==> src/rtl/hier_node_pkg.sv <==
// Shared types and helpers for hierarchy node blocks.
package hier_node_pkg;

   // Upper bound on fanout of a single node.
   localparam int MAX_CHILDREN = 16;

   // Per-child outstanding transaction counter.
   typedef logic [3:0] outst_cnt_t;

   // Index width for n children; a single child still needs one bit.
   function automatic int sel_width(input int n);
      return (n <= 1) ? 1 : $clog2(n);
   endfunction

endpackage

==> src/rtl/rr_arbiter.sv <==
// Round-robin arbiter: highest priority starts one past the last granted
// requester. The pointer moves only when the caller strobes advance.
module rr_arbiter
   import hier_node_pkg::*;
#(
   parameter int N     = 5,
   parameter int IDX_W = sel_width(N)
) (
   input  logic             clk,
   input  logic             rst_n,
   input  logic [N-1:0]     req,
   input  logic             advance,
   output logic [N-1:0]     grant,
   output logic [IDX_W-1:0] grant_idx,
   output logic             grant_any
);

   // Index of the requester currently holding highest priority.
   logic [IDX_W-1:0] r_ptr;

   // Scan requesters starting at the pointer, wrapping at N.
   always_comb begin
      int j;
      grant     = '0;
      grant_idx = '0;
      grant_any = 1'b0;
      j         = 0;
      for (int k = 0; k < N; k++) begin
         j = int'(r_ptr) + k;
         if (j >= N) j = j - N;
         if (!grant_any && req[j]) begin
            grant_any = 1'b1;
            grant[j]  = 1'b1;
            grant_idx = IDX_W'(j);
         end
      end
   end

   // Move priority to the requester after the one just served.
   always_ff @(posedge clk or negedge rst_n) begin
      if (!rst_n) begin
         r_ptr <= '0;
      end else if (advance && grant_any) begin
         if (int'(grant_idx) == N - 1) r_ptr <= '0;
         else                          r_ptr <= grant_idx + IDX_W'(1);
      end
   end

endmodule

==> src/rtl/hier_node_dispatch.sv <==
// Hierarchy node: routes upstream requests to one of NUM_CHILDREN children,
// merges child responses upstream round-robin, and throttles saturated
// children using per-child outstanding counters.
module hier_node_dispatch
   import hier_node_pkg::*;
#(
   parameter int NUM_CHILDREN = 5,
   parameter int DATA_W       = 32,
   parameter int MAX_OUTST    = 4,
   parameter int SEL_W        = sel_width(NUM_CHILDREN)
) (
   input  logic                           clk,
   input  logic                           rst_n,
   input  logic                           up_req_valid,
   output logic                           up_req_ready,
   input  logic [SEL_W-1:0]               up_req_dst,
   input  logic [DATA_W-1:0]              up_req_data,
   output logic [NUM_CHILDREN-1:0]        dn_req_valid,
   input  logic [NUM_CHILDREN-1:0]        dn_req_ready,
   output logic [NUM_CHILDREN*DATA_W-1:0] dn_req_data,
   input  logic [NUM_CHILDREN-1:0]        dn_rsp_valid,
   output logic [NUM_CHILDREN-1:0]        dn_rsp_ready,
   input  logic [NUM_CHILDREN*DATA_W-1:0] dn_rsp_data,
   output logic                           up_rsp_valid,
   input  logic                           up_rsp_ready,
   output logic [DATA_W-1:0]              up_rsp_data,
   output logic [SEL_W-1:0]               up_rsp_src,
   output logic                           busy,
   output logic                           err_bad_dst,
   output logic                           err_unexp_rsp
);

   // Request register (shared by all children).
   logic                r_req_valid;
   logic [SEL_W-1:0]    r_req_dst;
   logic [DATA_W-1:0]   r_req_data;
   // Response register.
   logic                r_rsp_valid;
   logic [SEL_W-1:0]    r_rsp_src;
   logic [DATA_W-1:0]   r_rsp_data;
   // Outstanding counters and error pulses.
   outst_cnt_t [NUM_CHILDREN-1:0] r_outst;
   outst_cnt_t [NUM_CHILDREN-1:0] w_outst_next;
   logic                r_err_bad_dst;
   logic                r_err_unexp;

   logic                    w_dst_ok;
   logic                    w_req_accept;
   logic                    w_req_fire;
   logic [NUM_CHILDREN-1:0] w_inc;
   logic [NUM_CHILDREN-1:0] w_dec;
   logic [NUM_CHILDREN-1:0] w_unexp;
   logic [NUM_CHILDREN-1:0] w_gnt;
   logic [SEL_W-1:0]        w_gnt_idx;
   logic                    w_gnt_any;
   logic                    w_rsp_space;
   logic                    w_rsp_load;
   logic [DATA_W-1:0]       w_rsp_mux;

   // ---------------- request path ----------------
   assign w_dst_ok     = int'(up_req_dst) < NUM_CHILDREN;
   assign w_req_fire   = |w_inc;
   assign up_req_ready = !r_req_valid || w_req_fire;
   assign w_req_accept = up_req_valid && up_req_ready;
   // Every slice carries the payload; only the selected valid qualifies it.
   assign dn_req_data  = {NUM_CHILDREN{r_req_data}};

   // ---------------- response path ----------------
   assign w_rsp_space  = !r_rsp_valid || up_rsp_ready;
   assign w_rsp_load   = w_gnt_any && w_rsp_space;
   assign dn_rsp_ready = w_rsp_space ? w_gnt : '0;

   rr_arbiter #(
      .N     (NUM_CHILDREN),
      .IDX_W (SEL_W)
   ) u_rsp_arb (
      .clk       (clk),
      .rst_n     (rst_n),
      .req       (dn_rsp_valid),
      .advance   (w_rsp_load),
      .grant     (w_gnt),
      .grant_idx (w_gnt_idx),
      .grant_any (w_gnt_any)
   );

   // Select the granted child's payload with a one-hot AND-OR mux.
   always_comb begin
      w_rsp_mux = '0;
      for (int i = 0; i < NUM_CHILDREN; i++) begin
         if (w_gnt[i]) w_rsp_mux = w_rsp_mux | dn_rsp_data[i*DATA_W +: DATA_W];
      end
   end

   // Per-child valid gating and counter update.
   generate
      for (genvar gi = 0; gi < NUM_CHILDREN; gi++) begin : g_child
         assign dn_req_valid[gi] = r_req_valid && (r_req_dst == SEL_W'(gi))
                                   && (r_outst[gi] != outst_cnt_t'(MAX_OUTST));
         assign w_inc[gi]   = dn_req_valid[gi] && dn_req_ready[gi];
         assign w_dec[gi]   = w_rsp_load && w_gnt[gi];
         assign w_unexp[gi] = w_dec[gi] && (r_outst[gi] == '0);
         assign w_outst_next[gi] =
            (w_inc[gi] && !w_dec[gi])                          ? r_outst[gi] + outst_cnt_t'(1) :
            (w_dec[gi] && !w_inc[gi] && r_outst[gi] != '0)     ? r_outst[gi] - outst_cnt_t'(1) :
                                                                 r_outst[gi];
      end
   endgenerate

   // Request register: load on good accept, clear when the child takes it.
   always_ff @(posedge clk or negedge rst_n) begin
      if (!rst_n) begin
         r_req_valid <= 1'b0;
         r_req_dst   <= '0;
         r_req_data  <= '0;
      end else if (w_req_accept && w_dst_ok) begin
         r_req_valid <= 1'b1;
         r_req_dst   <= up_req_dst;
         r_req_data  <= up_req_data;
      end else if (w_req_fire) begin
         r_req_valid <= 1'b0;
      end
   end

   // Response register: load arbiter winner, clear when upstream drains it.
   always_ff @(posedge clk or negedge rst_n) begin
      if (!rst_n) begin
         r_rsp_valid <= 1'b0;
         r_rsp_src   <= '0;
         r_rsp_data  <= '0;
      end else if (w_rsp_load) begin
         r_rsp_valid <= 1'b1;
         r_rsp_src   <= w_gnt_idx;
         r_rsp_data  <= w_rsp_mux;
      end else if (up_rsp_ready) begin
         r_rsp_valid <= 1'b0;
      end
   end

   // Outstanding counters and single-cycle error pulses.
   always_ff @(posedge clk or negedge rst_n) begin
      if (!rst_n) begin
         r_outst       <= '0;
         r_err_bad_dst <= 1'b0;
         r_err_unexp   <= 1'b0;
      end else begin
         r_outst       <= w_outst_next;
         r_err_bad_dst <= w_req_accept && !w_dst_ok;
         r_err_unexp   <= |w_unexp;
      end
   end

   assign up_rsp_valid  = r_rsp_valid;
   assign up_rsp_data   = r_rsp_data;
   assign up_rsp_src    = r_rsp_src;
   assign err_bad_dst   = r_err_bad_dst;
   assign err_unexp_rsp = r_err_unexp;
   assign busy          = (|r_outst) || r_req_valid || r_rsp_valid;

endmodule

==> config.mk <==
export PLATFORM = sky130hd
export DESIGN_NAME = hier_node_dispatch
export DESIGN_NICKNAME = d
export VERILOG_FILES = /design/src/rtl/hier_node_pkg.sv /design/src/rtl/rr_arbiter.sv /design/src/rtl/hier_node_dispatch.sv
export SDC_FILE = /design/constraint.sdc
export NUM_CORES = 1
export LEC_CHECK = 0
export BUFFER_PORTS_ARGS = -buffer_cell sky130_fd_sc_hd__buf_4
export CAP_MARGIN = 20
export CORE_MARGIN = 8
export CORE_UTILIZATION = 30
export DETAILED_ROUTE_END_ITERATION = 8
export MAX_ROUTING_LAYER = met4
export PLACE_DENSITY = 0.61
export REMOVE_ABC_BUFFERS = 1
export SETUP_SLACK_MARGIN = 0.15
export SLEW_MARGIN = 0
export SYNTH_ARGS = -nofsm -noshare
export SYNTH_HDL_FRONTEND = slang
export SYNTH_SLANG_ARGS = --single-unit
==> constraint.sdc <==
create_clock -name clk -period 14.7 [get_ports clk]
set_input_delay 2.94 -clock clk [delete_from_list [all_inputs] [get_ports clk]]
set_output_delay 2.94 -clock clk [all_outputs]
set_load 0.01 [all_outputs]
# Word level (Yosys, flattened, before mapping)
# Index checks and enable logic that the tools add are counted.
# Widths: inputs -> output; s select.
[op_classes]
reduce_logical = 96
n_bitwise = 8
mux = 66
n_eq_ne = 10
magnitude_cmp = 16
addsub = 20
[ops]
columns = ["cell", "n"]
rows = [
  ["$mux 32", 10],
  ["$ge 32x1->1 const B", 5],
  ["$lt 32x5->1 const B", 5],
  ["$ge 32x4->1 const B", 4],
  ["$or 32x32->32", 4],
  ["$sub 32x4->32 const B", 4],
  ["$logic_and 1x1->1", 54],
  ["$mux 4", 10],
  ["$mux 5", 6],
  ["$mux 1", 24],
  ["$add 4x1->4 const B", 5],
  ["$logic_not 4->1", 5],
  ["$ne 4x3->1 const B", 5],
  ["$or 5x5->5", 4],
  ["$reduce_bool 4->1", 5],
  ["$reduce_or 20->1", 1],
  ["$sub 4x1->4 const B", 5],
  ["$mux 3", 6],
  ["$logic_not 1->1", 17],
  ["$bmux 1 s3", 5],
  ["$demux 1 s3", 5],
  ["$reduce_bool 2->1", 7],
  ["$reduce_or 5->1", 2],
  ["$add 3x2->4 const B", 2],
  ["other kinds (11)", 16],
]
[word_totals]
in_bits = 209
wordCells = 230
register_bits = 97

# Longest topological paths before layout
# Gate-level depths: netlist of run 1.
[logic_depth]
word_depth = 27
depth_mapped = 22

# Cells and area by module
# From an unflattened synthesis of run 1, not the netlist that was laid out.
[hier_totals]
hier_cells = 846
hier_area_um2 = 7881.3
[modules_own_cells]
columns = ["mod", "seq_area_each_um2", "area_per_inst_um2", "cells_each", "n_inst"]
rows = [
  ["hier_node_dispatch", 2352.3, 5990.7, 561, 1],
  ["rr_arbiter", 75.1, 1890.6, 285, 1],
]

# Least setup slack after synthesis of run 1
# Ideal clock, no wire load.
[synth_timing]
kind = "input port to output port"
from = "input dn_rsp_valid[1]"
to = "output dn_rsp_ready[0]"
cell_stages = 8
path_slack_ps = 6918
path_buffers = 1
required_ps = 11760
arrival_time_ps = 4842
path_cell_list = "clkbuf_1 > mux2i_1 > nand2_1 > a32o_1 > o2bb2ai_1 > o211ai_4 > or4_4 > a31oi_4"
[synth_via]
elab_chain_cells = 17
elab_cells_between_ends = 37
cone_classes = "25 x mux; 4 x bitwise; 8 x reduce/logical"
[synth_lines]
columns = ["item", "line_no", "text"]
rows = [
  ["from (decl)", "hier_node_dispatch.sv:21", "input logic [NUM_CHILDREN-1:0] dn_rsp_valid,"],
  ["$bmux 1 s3", "rr_arbiter.sv:31", "if (!grant_any && req[j]) begin"],
  ["$mux 1 (implied by the code) (2 in a row)", "rr_arbiter.sv:31", ""],
  ["$mux 1", "rr_arbiter.sv:31", ""],
  ["$logic_not 1->1", "rr_arbiter.sv:31", ""],
  ["$logic_and 1x1->1", "rr_arbiter.sv:31", ""],
  ["$mux 1", "rr_arbiter.sv:31", ""],
  ["$logic_not 1->1", "rr_arbiter.sv:31", ""],
  ["$logic_and 1x1->1", "rr_arbiter.sv:31", ""],
  ["$mux 1", "rr_arbiter.sv:31", ""],
  ["$logic_not 1->1", "rr_arbiter.sv:31", ""],
  ["$logic_and 1x1->1", "rr_arbiter.sv:31", ""],
  ["$mux 1", "rr_arbiter.sv:31", ""],
  ["$logic_not 1->1", "rr_arbiter.sv:31", ""],
  ["$logic_and 1x1->1", "rr_arbiter.sv:31", ""],
  ["$mux 5 (*)", "rr_arbiter.sv:31", ""],
  ["$mux 5 (*)", "hier_node_dispatch.sv:71", "assign dn_rsp_ready = w_rsp_space ? w_gnt : '0;"],
  ["to (decl)", "hier_node_dispatch.sv:22", "output logic [NUM_CHILDREN-1:0] dn_rsp_ready,"],
]
# Every way passes the cells marked *; elsewhere a longest branch is shown, timed or not. The select of a mux whose other input is x is not followed.

# Worst setup path after layout of run 1
[layout_timing]
from = "input dn_rsp_valid[1]"
to = "output dn_rsp_ready[3]"
# Same word-level chain as after synthesis.

==> results.md, run 1 <==
- Area taken by multi-input logic gates: between 0.004 and 0.005 mm2
- Vias in the first global route: 7757
- Initial core utilization: 0.305
- Mapped Cells: between 800 and 900
- Synth Flop Type: dfrtp_1
- CP Cell Sequence: buf_4 -> a2111oi_0 -> nor4_1 -> o21ai_1 -> o21ai_0 -> o31ai_4 -> buf_4 -> a41oi_2 -> buf_4
- Die W: 179 um
- Max Clock Skew: 0.0147 ns
- Crit path capture type: primary output
- RSZ-0062 raised after global routing: no
- Mean number of vias per cell: 5.26
- Syn avg cell area: around 9.3 um2
- PD cells: 297 mW/mm2
- Fill cell count: around 2600
- Yosys top cell by area: dfrtp_1
- Worst EP arrival: between 5 and 6 ns
- Post-route ant nets: 0
- Max incr delay on CP: approximately 0.53 ns
- Switch Pwr: ~1.7 mW
- Fin crit period: ~8.5 ns
- Min-Delay Path Class: reg -> reg
- Drt first pass iters: 6
- Outcome: finished, final reports clean
- Fin cells: 1473
- Cell Int Power: about 1.6 mW
- Routed len/inst: 24.3 um
- Dpl cell area: between 0.01 and 0.015 mm2
- First-pass GRT wire length: 50200 um
- CTS tree: built
- Placed Cells incl. Taps: about 1400
- Post-synthesis instance area: between 0.007 and 0.008 mm2
- Flops & latches, synth: between 90 and 100
- GRT Overall Usage: 0.214
- Post-CTS Setup Bufs: 0
- CP startpoint kind: input port
- Ratio of cells with drive above 1 in the final layout: 0.453
- Cell mode on critical path: buf_4
- P&R area growth vs syn: 35.8%
- CTS sink cnt: slightly below 100
- Num CTS Buffers: 9
- Largest net degree at the start of global routing: 66
- Leak: roughly 5 nW
- Post-synth top area share: 0.305
- Standard-cell rows: around 60
- Cts-stage hold buffer count: 0
- Grt ovf: 0
- Slew HR: 0.281
- Post-synth cell types: 75
- Sum Neg Setup Slack: 0 ns
- Max Freq: about 0.12 GHz
- Final Hold Viols: 0
- Placed wire-length estimate: about 29000 um
- Final setup viols: 0
- Clock share of power: 0.077
- Port buffer count: around 420
- Initial DRC count: approximately 670
- Sw Ratio: 0.515
- CP max stage cell: a2111oi_0
- WP buf/inv: 3
- Largest cells by area after synthesis: dfrtp_1, buf_4, mux2_2, ha_1, a222oi_1
- Core Footprint: ~0.026 mm2
- Max-cap violation count: 0
- Synth Warn #: 0
- # H-tree levels: 3
- WP data required: about 12 ns
- Clock latency on the worst-skew pair: between 0.3 and 0.4 ns
- # IOs: 419
- Fin crit share: 0.578
- Clk buf depth: 2
- Worst slew pin tran: approximately 1.1 ns
- DRT Wirelength: 35900 um
- Commonest cells post-synth: buf_4, dfrtp_1, nor2_1, a21oi_1, nand2_1
- Design Area, Final: about 0.011 mm2
- GPL Wtd Cong: between 0.8 and 0.9
- Crit Path Class: in -> out
- Top-count cell post-synth: buf_4
- Peak supply drop: 0.208 mV
- EDFF count, synth: 0
- Logic pwr share: 0.736
- Vias: roughly 7800
- CTS resizes: 0
- Final Max Slew Viols: 0
- Die Ht: roughly 180 um
- Clock transition at path regs: ~0.070 ns
- CP delay by family, top: compound AO/OA/AOI/OAI gates
- Sequential share of the synthesized area: 0.305
- Post-route DRC: 0
- Reg power frac: 0.187
- Async set or reset register ratio after synthesis: 1.00
- CP max FO: 43
- Root Driver: clkbuf_16
- Nets: approximately 1400
- Die footprint: between 0.03 and 0.04 mm2
- Sequential cell area: ~0.0024 mm2
- Initial antenna violation count: 9
-- worst reg2reg max path: cells and delay by family (launching register included) --
family	cells	cell delay [ns]
buffers and inverters	3	1.23
AOI/OAI and AO/OA	6	2.40
DFF	1	0.77
and+or+nand+nor	2	1.01
adders and majority gates	1	0.87
-- through the flow --
| stage | util | power (mW) | worst slack (ns) | hold slack [ns] |
|---|---|---|---|---|
| 6_report | 0.414 | 3.20 | 6.21 | 0.502 |
| 2_1_floorplan | - | 1.93 | 6.53 | 0.459 |
| 3_3_place_gp | 0.402 | 2.96 | 6.27 | 0.467 |
| 4_1_cts | 0.414 | 3.23 | 6.21 | 0.502 |
| 5_1_grt | 0.414 | 3.46 | 5.92 | 0.524 |
| 3_5_place_dp | 0.402 | 2.97 | 6.22 | 0.481 |
-- metal layers --
layer	GRT usage	routed length, um
met1	0.262	14700
met2	0.325	16500
met3	0.0935	4340
met4	0.0369	380
met5	-	0
-- area by class of cell --
class	instances	area share
antenna	9	0.00209
tap	335	0.0388
sequential	97	0.225
timing repair buffer	426	0.296
multi-input combinational	574	0.404
inverter	16	0.00556
clock inverter	7	0.00799
clock buffer	9	0.0209
-- layout by cell type, fill, tap and decap left out, drive strengths merged, types with 8 or more instances in the layout --
cell / netlist / routed
buf: 143 / 426
dfrtp: 97 / 97
nor2: 61 / 61
a21oi: 56 / 56
nand2: 48 / 48
mux2: 46 / 46
a221oi: 34 / 34
a222oi: 32 / 32
ha: 31 / 31
o21ai: 31 / 31
mux2i: 24 / 24
nand2b: 23 / 23
nand3: 18 / 18
inv: 16 / 17
nor3: 16 / 16
xnor2: 11 / 11
diode: 0 / 9
nor2b: 9 / 9
clkbuf: 25 / 9
and2: 9 / 9
nor4: 8 / 8
a21o: 8 / 8
-- power by group through the flow --
stage	combinational, mW	clock (mW)	sequential (mW)
global placement	2.36	0	0.595
global route	2.57	0.267	0.624
detailed placement	2.37	0	0.602
floorplan	1.23	0	0.703
finish	2.36	0.245	0.599
CTS	2.37	0.256	0.598
-- logic make-up after synthesis --
kind of cell,after synthesis,share of synthesized area
buf+inv,184,0.149
flops,97,0.305
mux,70,0.0953
compound gates,235,0.233
simple gates,216,0.135
fa+ha+maj,37,0.0639
xor+xnor,16,0.0176
-- worst paths after layout --
| check | start | slack (ns) | end | cells past startpoint |
|---|---|---|---|---|
| max | dn_rsp_valid[1] | 6.21 | dn_rsp_ready[3] | 9 |
| min | up_rsp_src[1] | 0.50 | up_rsp_src[1] | 2 |
| max reg2reg | u_rsp_arb.r_ptr[1] | 8.26 | up_rsp_data[13] | 12 |
| min reg2reg | up_rsp_src[1] | 0.50 | up_rsp_src[1] | 2 |
| max in group asynchronous | rst_n | 10.92 | r_req_data[11] | 2 |
| min in group asynchronous | rst_n | 2.53 | up_rsp_data[7] | 1 |
-- flip-flops by register name (all words and copies together), names as in the netlist --
| register | count |
|---|---|
| up_rsp_src | 3 |
| up_rsp_valid | 1 |
| err_unexp_rsp | 1 |
| up_rsp_data | 32 |
| err_bad_dst | 1 |
| r_req_data | 32 |
| r_req_dst | 3 |
| r_req_valid | 1 |
| r_outst | 20 |
| u_rsp_arb.r_ptr | 3 |
(Power assumes the default switching activity.)
==> inputs of run 2 (changes only) <==
--- a/config.mk
+++ b/config.mk
@@ -5,13 +5,14 @@
 export SDC_FILE = /design/constraint.sdc
 export NUM_CORES = 1
 export LEC_CHECK = 0
+export ABC_AREA = 1
 export BUFFER_PORTS_ARGS = -buffer_cell sky130_fd_sc_hd__buf_4
 export CAP_MARGIN = 20
 export CORE_MARGIN = 8
 export CORE_UTILIZATION = 30
 export DETAILED_ROUTE_END_ITERATION = 8
 export MAX_ROUTING_LAYER = met4
-export PLACE_DENSITY = 0.61
+export PLACE_DENSITY = 0.63
 export REMOVE_ABC_BUFFERS = 1
 export SETUP_SLACK_MARGIN = 0.15
 export SLEW_MARGIN = 0
==> constraint.sdc (replaced) <==
create_clock -name clk -period 6.9 [get_ports clk]
set_input_delay 1.38 -clock clk [delete_from_list [all_inputs] [get_ports clk]]
set_output_delay 1.38 -clock clk [all_outputs]
set_load 0.01 [all_outputs]
==> run 2 against run 1 <==
Routed wire length down 4.9%. Synthesized cell count rose by 35%. Combinational power grew to 2.5 times the previous value. Critical path depth increased by 10. Sequential cell count is the same. Final area grew 3.4%. Non-clock buffer count stayed put. Utilization fell by 1.0 points. Sequential share of layout area decreased by 0.75 points. Critical endpoint unchanged. Highest routed layer unchanged.
==> results.md, run 2 <==
- Post-route DRC: 0 (unchanged)
- GRT Overall Usage: 0.203 (-0.0113)
- PD cells: 701 mW/mm2 (+140%)
- Dpl cell area: 0.0108 mm2 (+3.6%)
- CP startpoint kind: flip-flop
- Fin cells: 1815 (+23%)
- Synth Flop Type: dfrtp_1
- Area taken by multi-input logic gates: 0.00445 mm2 (+2.1%)
- Sum Neg Setup Slack: 0 ns (unchanged)
- Clock transition at path regs: 0.08 ns (about the same)
- Synth Warn #: 0 (unchanged)
- Leak: 5.98 nW (+21%)
- Synth Area in Simple Gates: 0.333 (+0.198)
- Sequential share of the synthesized area: 0.290 (-0.0151)
- Post-synth cell types: 43 (-43%)
- Num CTS Buffers: 9 (unchanged)
- Yosys top cell by area: dfrtp_1
- Largest family of logic cells by synthesized area: simple AND/OR/NAND/NOR gates
- Clock latency on the worst-skew pair: 0.36 ns (about the same)
- Commonest cells post-synth: nand2_1, buf_4, nor2_1, dfrtp_1, a21oi_1
- RSZ-0062 raised after global routing: no
- Post-route ant nets: 0 (unchanged)
- Mean number of vias per cell: 4.62 (-12%)
- Pwr Total: 7.83 mW (+140%)
- Nets: 1676 (+22%)
- Placed Cells incl. Taps: 1797 (+24%)
- Port buffer count: 418 (unchanged)
- Crit path capture type: primary output
- Post-layout util: 0.404 (-0.0101)
- Cts-stage hold buffer count: 0 (unchanged)
- Post-Synth Adder-Cell Area: 0.0607 (-0.00317)
- Most common cell after layout, fill and taps aside: buf_4
- Final setup viols: 0 (unchanged)
- Most frequent cells in the layout: buf_4, nand2_1, nor2_1
- CTS resizes: 0 (unchanged)
- Outcome: finished, final reports clean
- Worst slack, placed: 1.62 ns (-4.59 ns)
- Post-synthesis xor/xnor area fraction: 0.0135 (-0.00416)
- Largest net degree at the start of global routing: 52 (-21%)
- Max Freq: 0.176 GHz
- Die Ht: 183 um (+2.3%)
- Flops & latches, synth: 97 (unchanged)
- Standard-cell rows: 61 (+3.4%)
- Vias: 8382 (+8.1%)
- Hold slack: 0.486 ns (-0.0155 ns)
- Fill cell count: 2883 (+10%)
- Worst EP arrival: 4.32 ns (-1.23 ns)
- Ratio of cells with drive above 1 in the final layout: 0.392 (-0.0603)
- Root Driver: clkbuf_16
- GPL Wtd Cong: 0.886 (-0.18%)
- Final Hold Viols: 0 (unchanged)
- Die footprint: 0.0335 mm2 (+4.8%)
- Min-Delay Path Class: reg -> reg
- Mux contribution to synthesized area: 0.0457 (-0.0496)
- Initial DRC count: 496 (-26%)
- Max Clock Skew: 0.0150 ns (+0.000343 ns)
- Post-synthesis instance area: 0.00837 mm2 (+5.2%)
- Post-synth top area share: 0.290 (-0.0151)
- Synth Area in Compound Gates: 0.0791 (-0.154)
- CP max FO: 20 (-53%)
- Fin crit period: roughly 5.7 ns
- Post-CTS Setup Bufs: 0 (unchanged)
- Mapped Cells: 1153 (+35%)
- Die W: 183 um (+2.3%)
- Initial core utilization: 0.303 (-0.00232)
- Top-count cell post-synth: nand2_1
- Fin crit share: 0.825
- Routed len/inst: 18.8 um (-23%)
- Design Area, Final: 0.0112 mm2 (+3.4%)
- Fin worst setup slack: 1.20 ns (-5.00 ns)
- Slew HR: 0.380 (+0.0994)
- Drt first pass iters: 6 (unchanged)
- Sequential cell area: 0.00243 mm2 (unchanged)
- WP data required: 5.52 ns (-6.24 ns)
- Initial antenna violation count: 4 (-5)
- # H-tree levels: 3 (unchanged)
- CTS sink cnt: 97 (unchanged)
- EDFF count, synth: 0 (unchanged)
- Core Footprint: 0.0276 mm2 (+6.0%)
- Peak supply drop: 0.428 mV (+110%)
- Vias in the first global route: 8737 (+13%)
- Async set or reset register ratio after synthesis: 1.00 (unchanged)
- Crit Path Class: reg -> out
- Clk buf depth: 2 (unchanged)
- Final Max Slew Viols: 0 (unchanged)
- Max-cap violation count: 0 (unchanged)
- First-pass GRT wire length: 51100 um (+1.7%)
- DRT Wirelength: 34100 um (-4.9%)
- Worst slew pin tran: 0.930 ns (-0.147 ns)
- CTS tree: built
- Grt ovf: 0 (unchanged)
- P&R area growth vs syn: 33.5%
- # IOs: 419 (unchanged)
- Largest cells by area after synthesis: dfrtp_1, nand2_1, buf_4, nor2_1, ha_1
- Placed wire-length estimate: 27800 um (-4.3%)
- Syn avg cell area: 7.26 um2 (-22%)
==> run 2: cell count changes after synthesis, sizes merged, moves of 32 or more <==
cell,previous run,this run
a221oi,34,1
inv,16,77
nor2,61,118
nand2,48,389
a222oi,32,0
nand3,18,78
==> run 2: final cells by class <==
class                           count  area share
Multi-Input combinational cell    819       0.399
Timing Repair Buffer              426       0.286
Sequential cell                    97       0.217
Tap cell                          378      0.0423
Inverter                           77      0.0261
Clock buffer                       10      0.0214
Clock inverter                      6     0.00762
Antenna cell                        2    0.000448
==> run 2: where the power goes <==
group          leakage (nW)  internal [mW]  switching, mW
registers              1.16          0.897          0.373
logic                  4.66           2.24           3.76
clock network         0.156          0.302          0.259
==> run 2: kinds of logic after synthesis <==
kind of cell / count (synthesis)
AO/OA/AOI/OAI: 118
XOR/XNOR: 12
adder cells (fa/ha/maj): 37
buffers and inverters: 237
flip-flops: 97
multiplexers: 34
AND/OR/NAND/NOR: 618
==> run 2: path summary, 6_finish.rpt <==
kind | from | endpoint | slack (ns) | cells after the start
min in group asynchronous | rst_n | r_req_data[28] | 1.04 | 1
worst min register to register | up_rsp_src[2] | up_rsp_src[2] | 0.49 | 2
worst min-delay path | up_rsp_src[2] | up_rsp_src[2] | 0.49 | 2
worst max-delay path | u_rsp_arb.r_ptr[0] | dn_rsp_ready[3] | 1.20 | 19
worst max register to register | u_rsp_arb.r_ptr[0] | r_outst[3] | 1.89 | 27
max in group asynchronous | rst_n | up_rsp_data[0] | 4.71 | 2
==> run 2: metal layers <==
| layer | vias to the layer above | GRT usage | part of all wire |
|---|---|---|---|
| met5 | - | - | 0 |
| met4 | 0 | 0.0625 | 0.027 |
| met3 | 51 | 0.0459 | 0.061 |
| met2 | 320 | 0.353 | 0.51 |
| met1 | 3869 | 0.229 | 0.40 |
| li1 | 4142 | - | - |
==> run 2: critical path: stages, from the launching register on <==
cell and delay, ns:
dfrtp_1 0.80, inv_2 0.32, ha_1 0.34, ha_1 0.40, inv_2 0.18, nor2_4 0.06
nor2_4 0.17, nand2_4 0.08, nand2_1 0.08, nand2_1 0.10, o21ai_0 0.15, nand2_1 0.12
nor2_4 0.19, nor2_8 0.08, o21ai_2 0.06, nand2_2 0.07, inv_2 0.37, nand2_2 0.14
inv_1 0.11, buf_4 0.13
==> inputs of run 3 (changes only) <==
--- a/config.mk
+++ b/config.mk
@@ -5,7 +5,7 @@
 export SDC_FILE = /design/constraint.sdc
 export NUM_CORES = 1
 export LEC_CHECK = 0
-export ABC_AREA = 1
+export ABC_AREA = 0
 export BUFFER_PORTS_ARGS = -buffer_cell sky130_fd_sc_hd__buf_4
 export CAP_MARGIN = 20
 export CORE_MARGIN = 8
==> constraint.sdc (replaced) <==
create_clock -name clk -period 5 [get_ports clk]
set_input_delay 1 -clock clk [delete_from_list [all_inputs] [get_ports clk]]
set_output_delay 1 -clock clk [all_outputs]
set_load 0.01 [all_outputs]
==> run 3 against run 2 <==
Clock power is 27% higher. Register-to-register slack worse by 1.4 ns. Final cell count decreased by 16%. Global-route usage grew 0.73 points. Worst hold slack improved by 0.0028 ns. Sequential share of layout area down 0.18 points. Routed wire length grew 4.0%. Worst setup slack worse by 0.91 ns. Clock skew about the same. Non-clock buffer count grew 48. Largest cell class unchanged.
==> results.md, run 3 (synthesis results as in run 1) <==
- CP startpoint kind: flip-flop
- DRT Wirelength: 35500 um (+4.0%)
- Final Max Slew Viols: 0 (unchanged)
- Cell Int Power: 5.09 mW (+48%)
- Final Hold Viols: 0 (unchanged)
- Dpl cell area: 0.0108 mm2 (-0.20%)
- Post-route ant nets: 0 (unchanged)
- RSZ-0062 raised after global routing: yes
- CP max FO: 14 (-30%)
- Peak supply drop: 0.609 mV (+42%)
- Routed len/inst: 23.3 um (+24%)
- Die Ht: 179 um (-2.3%)
- Post-route DRC: 0 (unchanged)
- Cts-stage hold buffer count: 0 (unchanged)
- Fin crit period: between 4 and 5 ns
- Initial DRC count: 621 (+25%)
- Sum Neg Setup Slack: 0 ns (unchanged)
- Switch Pwr: 4.96 mW (+13%)
- Standard-cell rows: 59 (-3.3%)
- GPL Wtd Cong: 0.922 (+4.1%)
- Mean number of vias per cell: 5.32 (+15%)
- Reg power frac: 0.173 (+0.011)
- Met3 WL: 4130 um (+98%)
- Initial core utilization: 0.305 (+0.00232)
- Post-layout util: 0.432 (+0.0279)
- CTS tree: built
- Clock transition at path regs: 0.07 ns (about the same)
- First-pass GRT wire length: 49700 um (-2.7%)
- Outcome: finished, final reports clean
- CTS sink cnt: 97 (unchanged)
- Clock share of power: 0.071 (about the same)
- Max-cap violation count: 0 (unchanged)
- GRT Overall Usage: 0.210 (+0.00731)
- Ratio of cells with drive above 1 in the final layout: 0.489 (+0.0962)
- Most frequent cells in the layout: buf_4, dfrtp_1, nor2_1
- Largest net degree at the start of global routing: 45 (-13%)
- # IOs: 419 (unchanged)
- Design Area, Final: 0.0113 mm2 (+0.82%)
- Min-Delay Path Class: reg -> reg
- Sw Ratio: 0.493 (-0.0673)
- Clk buf depth: 2 (unchanged)
- Vias: 8101 (-3.4%)
- Pwr Total: 10.0 mW (+28%)
- # H-tree levels: 3 (unchanged)
- Routed wl met2: 16400 um (-5.2%)
- Crit Path Class: reg -> out
- Die W: 179 um (-2.3%)
- Max Clock Skew: 0.0152 ns (+0.000169 ns)
- Crit path capture type: primary output
- Placed wire-length estimate: 29300 um (+5.3%)
- Nets: 1418 (-15%)
- Die footprint: 0.0320 mm2 (-4.5%)
- Grt ovf: 0 (unchanged)
- Fin worst setup slack: 0.295 ns (-0.910 ns)
- P&R area growth vs syn: 41.6%
- Worst slack, placed: 0.475 ns (-1.15 ns)
- Root Driver: clkbuf_16
- PD cells: 892 mW/mm2 (+27%)
- Clock latency on the worst-skew pair: 0.35 ns (about the same)
- Drt first pass iters: 9 (+3)
- Max Freq: between 0.2 and 0.25 GHz
- Logic pwr share: 0.756 (-0.010)
- WP data required: 4.00 ns (-1.52 ns)
- Worst EP arrival: 3.70 ns (-0.62 ns)
- Worst slew pin tran: 0.969 ns (+0.0391 ns)
- Num CTS Buffers: 9 (unchanged)
- Core Footprint: 0.0261 mm2 (-5.7%)
- Leak: 5.22 nW (-13%)
- Final setup viols: 0 (unchanged)
- Port buffer count: 418 (unchanged)
- Uppermost layer routed: met4
- Wire length on met1: 14400 um (+4.5%)
- Vias in the first global route: 8038 (-8.0%)
- Initial antenna violation count: 13 (+9)
- Fin crit share: 0.941
- Most common cell after layout, fill and taps aside: buf_4
- Slew HR: 0.354 (-0.0260)
==> run 3: cell types whose count changed in the layout (fill, tap and decap cells not counted), sizes merged, moves of 32 or more <==
cell | before | now
inv | 80 | 19
nand2 | 389 | 48
nand3 | 78 | 18
nor2 | 118 | 61
a221oi | 1 | 34
a222oi | 0 | 32
buf | 426 | 474
==> run 3: power groups by stage <==
stage / registers, mW / clock network, mW / logic [mW]
after floorplan: 2.07 / 0 / 3.60
after global placement: 1.72 / 0 / 7.39
after detailed placement: 1.75 / 0 / 7.42
after CTS: 1.74 / 0.737 / 7.44
after global routing: 1.82 / 0.766 / 8.21
final: 1.74 / 0.712 / 7.59
==> run 3: metal layers <==
layer  vias to the layer above  track usage
met3                        34       0.0855
met5                         -            -
met2                       437        0.313
li1                       3729            -
met4                         0       0.0548
met1                      3901        0.259
==> run 3: worst max-delay path, cell delays in order (launching register included) <==
cell      delay [ns]
dfrtp_1         0.38
buf_4           0.20
ha_1            0.21
fa_1            0.43
a21boi_2        0.22
mux2i_2         0.30
mux2i_1         0.23
and2_2          0.23
o211ai_4        0.11
or4_4           0.59
a31oi_4         0.17
buf_4           0.16
buf_4           0.12
==> run 3: final cells by class <==
type,count,area [um2]
antenna,14,35.0
sequential,97,2430
timing repair buffer,474,3590
inverter,16,60.1
clock inverter,5,63.8
fill,2590,14800
tap,335,419
clock buffer,9,225
multi-input combinational,574,4450
==> run 3: timing repair <==
| action | CTS | global route |
|---|---|---|
| endpoints found under the setup margin | 0 | 10 |
| buffers inserted | 0 | 4 |
| resized for setup | 0 | 23 |
==> run 3: worst paths after layout <==
path	startpoint	endpoint	slack (ns)	depth (start not counted)
max	u_rsp_arb.r_ptr[1]	dn_rsp_ready[0]	0.30	12
min	up_rsp_src[1]	up_rsp_src[1]	0.49	2
max reg2reg	u_rsp_arb.r_ptr[0]	r_outst[11]	0.52	20
min reg2reg	up_rsp_src[1]	up_rsp_src[1]	0.49	2
max in group asynchronous	rst_n	r_req_data[6]	3.58	2
min in group asynchronous	rst_n	r_outst[19]	0.51	1
==> run 3: metrics by stage <==
step,std cells,hold WS (ns)
2_1_floorplan,687,0.459
3_3_place_gp,1492,0.479
3_5_place_dp,1492,0.477
4_1_cts,1506,0.495
5_1_grt,1523,0.503
6_report,1524,0.489
